===== config.mk =====
export PLATFORM = sky130hd
export DESIGN_NAME = ir_nec_tx_flat
export DESIGN_NICKNAME = d
export VERILOG_FILES = /design/src/rtl/ir_nec_pkg.sv /design/src/rtl/ir_nec_tx_if.sv /design/src/rtl/ir_carrier_gen.sv /design/src/rtl/ir_nec_tx.sv /design/src/flat_wrapper.sv
export SDC_FILE = /design/constraint.sdc
export NUM_CORES = 1
export LEC_CHECK = 0
export CAP_MARGIN = 15
export CORE_ASPECT_RATIO = 2
export CORE_MARGIN = 8
export CORE_UTILIZATION = 59
export CTS_CLUSTER_SIZE = 25
export DETAILED_ROUTE_END_ITERATION = 16
export PLACE_DENSITY = 0.79
export SETUP_SLACK_MARGIN = 0.3
export SLEW_MARGIN = 0
export SYNTH_ARGS = -nofsm -noshare
export SYNTH_HDL_FRONTEND = slang
export SYNTH_HIERARCHICAL = 1
export SYNTH_SLANG_ARGS = --single-unit

===== constraint.sdc =====
create_clock -name clk27 -period 4.15 [get_ports clk27]
set_input_delay 1.245 -clock clk27 [delete_from_list [all_inputs] [get_ports clk27]]
set_output_delay 1.245 -clock clk27 [all_outputs]
set_load 0.02 [all_outputs]

===== src/rtl/ir_nec_pkg.sv =====
// Shared definitions for the NEC IR transmitter: FSM states and protocol timing in NEC units.
// Pure declarations; no logic, no latency, no flow control.
package ir_nec_pkg;

    typedef enum logic [2:0] {
        ST_IDLE,
        ST_LEAD_MARK,
        ST_LEAD_SPACE,
        ST_BIT_MARK,
        ST_BIT_SPACE,
        ST_STOP_MARK,
        ST_GAP
    } nec_state_t;

    localparam int LEAD_MARK_U  = 16;
    localparam int LEAD_SPACE_U = 8;
    localparam int REP_SPACE_U  = 4;
    localparam int BIT_MARK_U   = 1;
    localparam int ONE_SPACE_U  = 3;
    localparam int ZERO_SPACE_U = 1;
    localparam int STOP_MARK_U  = 1;
    localparam int NEC_BITS     = 32;

    function automatic logic is_mark(nec_state_t s);
        return (s == ST_LEAD_MARK) || (s == ST_BIT_MARK) || (s == ST_STOP_MARK);
    endfunction

endpackage


===== src/rtl/ir_nec_tx_if.sv =====
// Request/handshake and IR output bundle of ir_nec_tx; slave is the transmitter side.
// No logic, no latency; code/send follow valid-ready, the rest are registered status outputs.
interface ir_nec_tx_if;
    logic [15:0] code_i;
    logic        send_i;
    logic        ready_o;
    logic        repeat_en_i;
    logic        ir_env_o;
    logic        ir_tx_o;
    logic        done_o;
    logic [7:0]  frame_cnt_o;

    modport slave (
        input  code_i, send_i, repeat_en_i,
        output ready_o, ir_env_o, ir_tx_o, done_o, frame_cnt_o
    );

    modport master (
        output code_i, send_i, repeat_en_i,
        input  ready_o, ir_env_o, ir_tx_o, done_o, frame_cnt_o
    );
endinterface


===== src/rtl/ir_carrier_gen.sv =====
// Carrier generator: free-running 0..CARRIER_DIV-1 counter, phase-restartable, gating a mark envelope.
// Latency: tx registered in the same cycle as the envelope it gates; no backpressure.
module ir_carrier_gen #(
    parameter int CARRIER_DIV  = 711,
    parameter int CARRIER_HIGH = 237
) (
    input  logic clk27,
    input  logic reset,
    input  logic restart,
    input  logic mark,
    output logic tx
);
    localparam int CW = $clog2(CARRIER_DIV);

    logic [CW-1:0] cnt_q;
    logic [CW-1:0] cnt_nxt;

    // cnt_nxt is the phase of the cycle being registered, so a restart yields a full high phase.
    always_comb begin
        cnt_nxt = '0;
        if (!restart && (cnt_q != CW'(CARRIER_DIV - 1))) begin
            cnt_nxt = cnt_q + CW'(1);
        end
    end

    always_ff @(posedge clk27) begin
        if (reset) begin
            cnt_q <= '0;
            tx    <= 1'b0;
        end else begin
            cnt_q <= cnt_nxt;
            tx    <= mark && (cnt_nxt < CW'(CARRIER_HIGH));
        end
    end

endmodule


===== src/rtl/ir_nec_tx.sv =====
// NEC IR transmitter: sends {addr,~addr,cmd,~cmd} frames and repeat codes as envelope + 38 kHz carrier.
// Latency: envelope rises 1 cycle after the accept edge; ready only in IDLE, requests are never queued.
module ir_nec_tx
    import ir_nec_pkg::*;
#(
    parameter int UNIT_CYC     = 15188,
    parameter int CARRIER_DIV  = 711,
    parameter int CARRIER_HIGH = 237,
    parameter int FRAME_UNITS  = 192
) (
    input  logic       clk27,
    input  logic       reset,
    ir_nec_tx_if.slave bus
);
    localparam int PERIOD_CYC = FRAME_UNITS * UNIT_CYC;
    localparam int TW         = $clog2(UNIT_CYC);
    localparam int PW         = $clog2(PERIOD_CYC);

    nec_state_t    state_q;
    nec_state_t    state_nxt;
    logic [TW-1:0] unit_tmr_q;
    logic [4:0]    unit_cnt_q;
    logic [4:0]    dur;
    logic [PW-1:0] period_q;
    logic [31:0]   sr_q;
    logic [5:0]    bit_cnt_q;
    logic          rep_q;
    logic          env_q;
    logic          done_q;
    logic          ready_q;
    logic [7:0]    frame_cnt_q;
    logic          unit_end;
    logic          state_end;
    logic          period_end;
    logic          accept;
    logic          mark;
    logic          carrier_restart;
    logic          tx;

    assign mark            = is_mark(state_q);
    assign carrier_restart = mark && !env_q;
    assign accept          = (state_q == ST_IDLE) && bus.send_i;
    assign unit_end        = (unit_tmr_q == TW'(UNIT_CYC - 1));
    assign state_end       = unit_end && (unit_cnt_q == dur - 5'd1);
    assign period_end      = (period_q == PW'(PERIOD_CYC - 1));

    always_ff @(posedge clk27) begin
        if (reset) begin
            state_q <= ST_IDLE;
        end else begin
            state_q <= state_nxt;
        end
    end

    always_comb begin
        dur       = '0;
        state_nxt = state_q;
        case (state_q)
            ST_LEAD_MARK:  dur = 5'(LEAD_MARK_U);
            ST_LEAD_SPACE: dur = rep_q ? 5'(REP_SPACE_U) : 5'(LEAD_SPACE_U);
            ST_BIT_MARK:   dur = 5'(BIT_MARK_U);
            ST_BIT_SPACE:  dur = sr_q[0] ? 5'(ONE_SPACE_U) : 5'(ZERO_SPACE_U);
            ST_STOP_MARK:  dur = 5'(STOP_MARK_U);
            default:       dur = '0;
        endcase
        case (state_q)
            ST_IDLE:       if (bus.send_i) state_nxt = ST_LEAD_MARK;
            ST_LEAD_MARK:  if (state_end) state_nxt = ST_LEAD_SPACE;
            ST_LEAD_SPACE: if (state_end) state_nxt = rep_q ? ST_STOP_MARK : ST_BIT_MARK;
            ST_BIT_MARK:   if (state_end) state_nxt = ST_BIT_SPACE;
            ST_BIT_SPACE:
                if (state_end) begin
                    state_nxt = (bit_cnt_q == 6'(NEC_BITS - 1)) ? ST_STOP_MARK : ST_BIT_MARK;
                end
            ST_STOP_MARK:  if (state_end) state_nxt = ST_GAP;
            ST_GAP:        if (period_end) state_nxt = bus.repeat_en_i ? ST_LEAD_MARK : ST_IDLE;
            default:       state_nxt = ST_IDLE;
        endcase
    end

    // Timers restart on every state change; the period counter spans frame/repeat starts.
    always_ff @(posedge clk27) begin
        if (reset) begin
            unit_tmr_q  <= '0;
            unit_cnt_q  <= '0;
            period_q    <= '0;
            sr_q        <= '0;
            bit_cnt_q   <= '0;
            rep_q       <= 1'b0;
            env_q       <= 1'b0;
            done_q      <= 1'b0;
            ready_q     <= 1'b1;
            frame_cnt_q <= '0;
        end else begin
            if (state_nxt != state_q) begin
                unit_tmr_q <= '0;
                unit_cnt_q <= '0;
            end else if (unit_end) begin
                unit_tmr_q <= '0;
                unit_cnt_q <= unit_cnt_q + 5'd1;
            end else begin
                unit_tmr_q <= unit_tmr_q + TW'(1);
            end

            if ((state_q == ST_IDLE) || ((state_q == ST_GAP) && period_end)) begin
                period_q <= '0;
            end else begin
                period_q <= period_q + PW'(1);
            end

            if (accept) begin
                sr_q      <= {~bus.code_i[7:0], bus.code_i[7:0], ~bus.code_i[15:8], bus.code_i[15:8]};
                bit_cnt_q <= '0;
                rep_q     <= 1'b0;
            end else if ((state_q == ST_BIT_SPACE) && state_end) begin
                sr_q      <= {1'b0, sr_q[31:1]};
                bit_cnt_q <= bit_cnt_q + 6'd1;
            end else if ((state_q == ST_GAP) && period_end && bus.repeat_en_i) begin
                rep_q     <= 1'b1;
            end

            env_q   <= mark;
            ready_q <= (state_nxt == ST_IDLE);
            done_q  <= (state_q == ST_STOP_MARK) && state_end;
            if ((state_q == ST_STOP_MARK) && state_end && !rep_q) begin
                frame_cnt_q <= frame_cnt_q + 8'd1;
            end
        end
    end

    ir_carrier_gen #(
        .CARRIER_DIV  (CARRIER_DIV),
        .CARRIER_HIGH (CARRIER_HIGH)
    ) u_carrier (
        .clk27   (clk27),
        .reset   (reset),
        .restart (carrier_restart),
        .mark    (mark),
        .tx      (tx)
    );

    assign bus.ready_o     = ready_q;
    assign bus.ir_env_o    = env_q;
    assign bus.ir_tx_o     = tx;
    assign bus.done_o      = done_q;
    assign bus.frame_cnt_o = frame_cnt_q;

endmodule


===== src/flat_wrapper.sv =====
// flat-port wrapper written by rule: the top's interface ports become plain ports
module ir_nec_tx_flat import ir_nec_pkg::*;
#(
    parameter int UNIT_CYC     = 15188,
    parameter int CARRIER_DIV  = 711,
    parameter int CARRIER_HIGH = 237,
    parameter int FRAME_UNITS  = 192
)
  (clk27, reset, bus_code_i, bus_send_i, bus_repeat_en_i, bus_ready_o, bus_ir_env_o, bus_ir_tx_o, bus_done_o, bus_frame_cnt_o);
  ir_nec_tx_if bus_i ();
  input  logic clk27;
  input  logic reset;
  input wire logic [$bits(bus_i.code_i)-1:0] bus_code_i;
  input wire logic [$bits(bus_i.send_i)-1:0] bus_send_i;
  input wire logic [$bits(bus_i.repeat_en_i)-1:0] bus_repeat_en_i;
  output wire logic [$bits(bus_i.ready_o)-1:0] bus_ready_o;
  output wire logic [$bits(bus_i.ir_env_o)-1:0] bus_ir_env_o;
  output wire logic [$bits(bus_i.ir_tx_o)-1:0] bus_ir_tx_o;
  output wire logic [$bits(bus_i.done_o)-1:0] bus_done_o;
  output wire logic [$bits(bus_i.frame_cnt_o)-1:0] bus_frame_cnt_o;
  assign bus_i.code_i = bus_code_i;
  assign bus_i.send_i = bus_send_i;
  assign bus_i.repeat_en_i = bus_repeat_en_i;
  assign bus_ready_o = bus_i.ready_o;
  assign bus_ir_env_o = bus_i.ir_env_o;
  assign bus_ir_tx_o = bus_i.ir_tx_o;
  assign bus_done_o = bus_i.done_o;
  assign bus_frame_cnt_o = bus_i.frame_cnt_o;
  ir_nec_tx #(.UNIT_CYC(UNIT_CYC), .CARRIER_DIV(CARRIER_DIV), .CARRIER_HIGH(CARRIER_HIGH), .FRAME_UNITS(FRAME_UNITS)) u_core (.clk27(clk27), .reset(reset), .bus(bus_i));
endmodule

==> impl_metrics.json <==
{
  "status": "finished clean",
  "period_share_pct": 88.54,
  "rows": 47,
  "reg2reg_from": "u_core/state_q[2]$_SDFF_PP0_",
  "grtUsageMet2_pct": 34.60,
  "rsz0062_at_grt": "no",
  "ys.warnings.count": 6,
  "max_stage_delay_ns": 0.52,
  "endpoint_kind": "flop",
  "antenna_found_initial": 0,
  "htreeDepth": 3,
  "synth_cell_types": 52,
  "drtAntennaViolNets": 0,
  "die-area_um2": 11860,
  "post_drt_wl_per_cell_um": 15.30,
  "grt_pass1_vias": 4209,
  "cts_root_buf": "clkbuf_16",
  "cts_made_buffers": 9,
  "dieWidth_um": 81.11,
  "cts_setup_buffers": 0,
  "tns_ns": 0,
  "syn_nets": 614,
  "layout-drive-gt1-share_pct": 9.165,
  "critPathLaunchType": "flop",
  "period_needed_ns": 3.675,
  "setup_violations": 0,
  "grt_max_degree": 63,
  "clock_latency_ns": 0.35,
  "synth_ff_type": "dfxtp_1",
  "grt_pass1_wl_um": 18670,
  "dpl-instance-area_um2": 5388,
  "overflow": 0,
  "grt.busiest_layer": "met2",
  "gr-usage-met3_pct": 4.490,
  "crit_chain": "nor2b_1 > a21oi_1 > ha_1 > xnor2_1 > xnor2_1 > or4_1 > or3_1 > or4_4 > or4_1 > a21oi_1",
  "maxClockFrequency_mhz": 272.1,
  "core-area_um2": 8233,
  "peakVddDrop_uv": 341.2,
  "vias": 4190,
  "crit_path_max_fanout": 8,
  "critPathKind": "reg2reg",
  "cts_tree": "done",
  "worstMarginPinSlew_ns": 0.6979,
  "start_util_pct": 60.76,
  "max_slew_margin_pct": 53.36,
  "yosysTopAreaCellShare_pct": 42.02,
  "drt_iter0_drc": 238,
  "finClkSkew_ns": 0.01024,
  "cp_data_arrival_time_ns": 3.95,
  "slowest_stage": "or4_1",
  "path_buf_inv": 0,
  "netlist_instances": 586,
  "syn_area_per_cell_um2": 8.536,
  "drtPass1Iterations": 5,
  "fin_area_um2": 5727,
  "ys_ff_latch": 105,
  "critPathRequiredTime_ns": 4.42,
  "synth_edf_count": 0,
  "place.gp.congestion": 0.9486,
  "maxCapViolCount": 0,
  "ys_seq_area_share_pct": 42.02,
  "cts_buffer_depth": 2,
  "synth_area_um2": 5002,
  "drc": 0,
  "synthTopCellsByArea": "dfxtp_1 42%, nor2_1 9.5%, xor2_1 5.3%",
  "portBuffers": 31,
  "cp_top_family": "simple AND/OR/NAND/NOR gates",
  "antenna_cells": 0,
  "async_flop_share_pct": 0,
  "grt_use_total_pct": 19.24,
  "place_inst": 693,
  "powerDensity_nw_per_um2": 374.6,
  "boundaryPins": 32,
  "finalPower_w": 0.002145,
  "die-height_um": 146.2,
  "area_growth_pct": 14.48,
  "fin_cells": 709,
  "viasPerCell": 5.910,
  "cp-startpoint": "u_core/state_q[2]$_SDFF_PP0_",
  "report.final.slew_viol_count": 0,
  "post-dp-hpwl_um": 7761,
  "hold_violations": 0,
  "final_util_pct": 69.56,
  "n_fill_cell": 649,
  "wirelength_um": 10850,
  "grt_use_met1_pct": 19.78,
  "clk_pin_slew_worst_paths_ns": 0.07,
  "yosysTopAreaCell": "dfxtp_1",
  "power.leakage_nw": 1.987,
  "hp-class": "reg2reg",
  "cts.sinks": 105,
  "hold_start": "u_core/period_q[0]$_SDFF_PP0_",
  "nets": 634
}
cell usage after synthesis, types with 2 or more instances:
| cell type | number |
|---|---|
| nor2_1 | 126 |
| nor4_1 | 7 |
| a211oi_1 | 17 |
| nor3_1 | 24 |
| nor4b_1 | 2 |
| xnor2_1 | 26 |
| o31ai_1 | 5 |
| a21oi_1 | 13 |
| nand4_1 | 10 |
| clkbuf_1 | 23 |
| or4_1 | 9 |
| a2111oi_0 | 16 |
| and2_1 | 6 |
| nor2b_1 | 3 |
| and4bb_1 | 2 |
| and4bb_2 | 2 |
| inv_1 | 17 |
| nand4b_1 | 2 |
| buf_6 | 2 |
| and3_1 | 6 |
| a31oi_1 | 3 |
| xor2_1 | 30 |
| nand3_1 | 22 |
| a21o_1 | 3 |
| or3_1 | 7 |
| and4_1 | 2 |
| a22oi_1 | 3 |
| ha_1 | 8 |
| mux2_2 | 15 |
| mux2i_1 | 2 |
| and4b_1 | 2 |
| o21ai_0 | 10 |
| buf_2 | 6 |
| nand3b_1 | 2 |
| nand2_1 | 31 |
| dfxtp_1 | 105 |
| or2_2 | 2 |
cell families (layout without fill, tap and decap cells):
logic type	Yosys count	count (layout)	synth area share, %
flip-flops	105	105	42.02
AND/OR/NAND/NOR	276	276	27.39
AO/OA/AOI/OAI	75	75	10.88
adder cells (fa/ha/maj)	8	8	2.001
XOR/XNOR	56	56	9.805
buffers and inverters	49	74	4.127
multiplexers	17	17	3.777
flip-flops by register name, indices dropped and copies added (netlist names):
name / count
u_core/rep_q: 1
u_core/bit_cnt_q: 6
u_core/unit_tmr_q: 14
u_core/u_carrier/tx: 1
u_core/bus.ready_o: 1
u_core/bus.ir_env_o: 1
u_core/state_q: 3
u_core/bus.frame_cnt_o: 8
u_core/unit_cnt_q: 5
u_core/period_q: 22
u_core/sr_q: 32
u_core/bus.done_o: 1
u_core/u_carrier/cnt_q: 10
cells in the final DEF (no fill, tap or decap), types with 9 or more instances in the layout:
cell             instances
a2111oi_0               16
a211oi_1                17
a21oi_1                 13
buf_4                    9
clkbuf_16                9
clkdlybuf4s50_1         31
dfxtp_1                104
inv_1                   17
mux2_2                  15
nand2_1                 31
nand3_1                 22
nand4_1                 10
nor2_1                 126
nor3_1                  24
o21ai_0                 10
xnor2_1                 26
xor2_1                  30
worst reg2reg max path: stages, from the launching register on:
cell,delay (ns)
dfxtp_1,0.42
nor2b_1,0.29
a21oi_1,0.13
ha_1,0.31
xnor2_1,0.24
xnor2_1,0.12
or4_1,0.52
or3_1,0.42
or4_4,0.50
or4_1,0.48
a21oi_1,0.17
final timing paths:
| check | to | slack, ns | cells past startpoint |
|---|---|---|---|
| worst max-delay path | u_core/bit_cnt_q[3]$_SDFFE_PP0P_ | 0.48 | 10 |
| worst min-delay path | u_core/period_q[0]$_SDFF_PP0_ | 0.46 | 1 |
| worst max register to register | u_core/bit_cnt_q[3]$_SDFFE_PP0P_ | 0.48 | 10 |
| worst min register to register | u_core/period_q[0]$_SDFF_PP0_ | 0.46 | 1 |
area by class of cell:
cell class	instances	area [um^2]	share of cell area [%]
Multi-Input combinational cell	432	2705	47.24
Sequential cell	105	2103	36.73
Timing Repair Buffer	41	397.9	6.948
Clock buffer	10	239.0	4.173
Tap cell	98	122.6	2.141
Clock inverter	6	95.09	1.660
Inverter	17	63.81	1.114
metal layers:
| layer | wire length (um) | up-vias |
|---|---|---|
| met5 | 0 | - |
| met3 | 439 | 26 |
| met1 | 4188 | 1975 |
| met2 | 5891 | 98 |
| li1 | - | 2091 |
| met4 | 331 | 0 |
power breakdown:
part	total (W)	switching [W]	internal, W
Clock	0.000936	0.000384	0.000553
Combinational	0.000154	0.0000845	0.0000696
Sequential	0.00106	0.0000163	0.00104
Total	0.00215	0.000484	0.00166
per-stage QoR:
stage / hold slack, ns / worst slack (ns)
finish: 0.4584 / 0.4755
global route: 0.4793 / 0.3628
CTS: 0.4634 / 0.3449
detailed placement: 0.4486 / 0.4152
global placement: 0.4276 / 0.5897
floorplan: 0.4175 / 0.3925
timing repair:
| action | 4_1_cts | 5_1_grt |
|---|---|---|
| hold buffers | 0 | 0 |
| hold endpoints to repair | 0 | 0 |
| setup endpoints to repair | 0 | 2 |
| gates resized for setup | 0 | 2 |
Power figures use the tool's default switching activity.
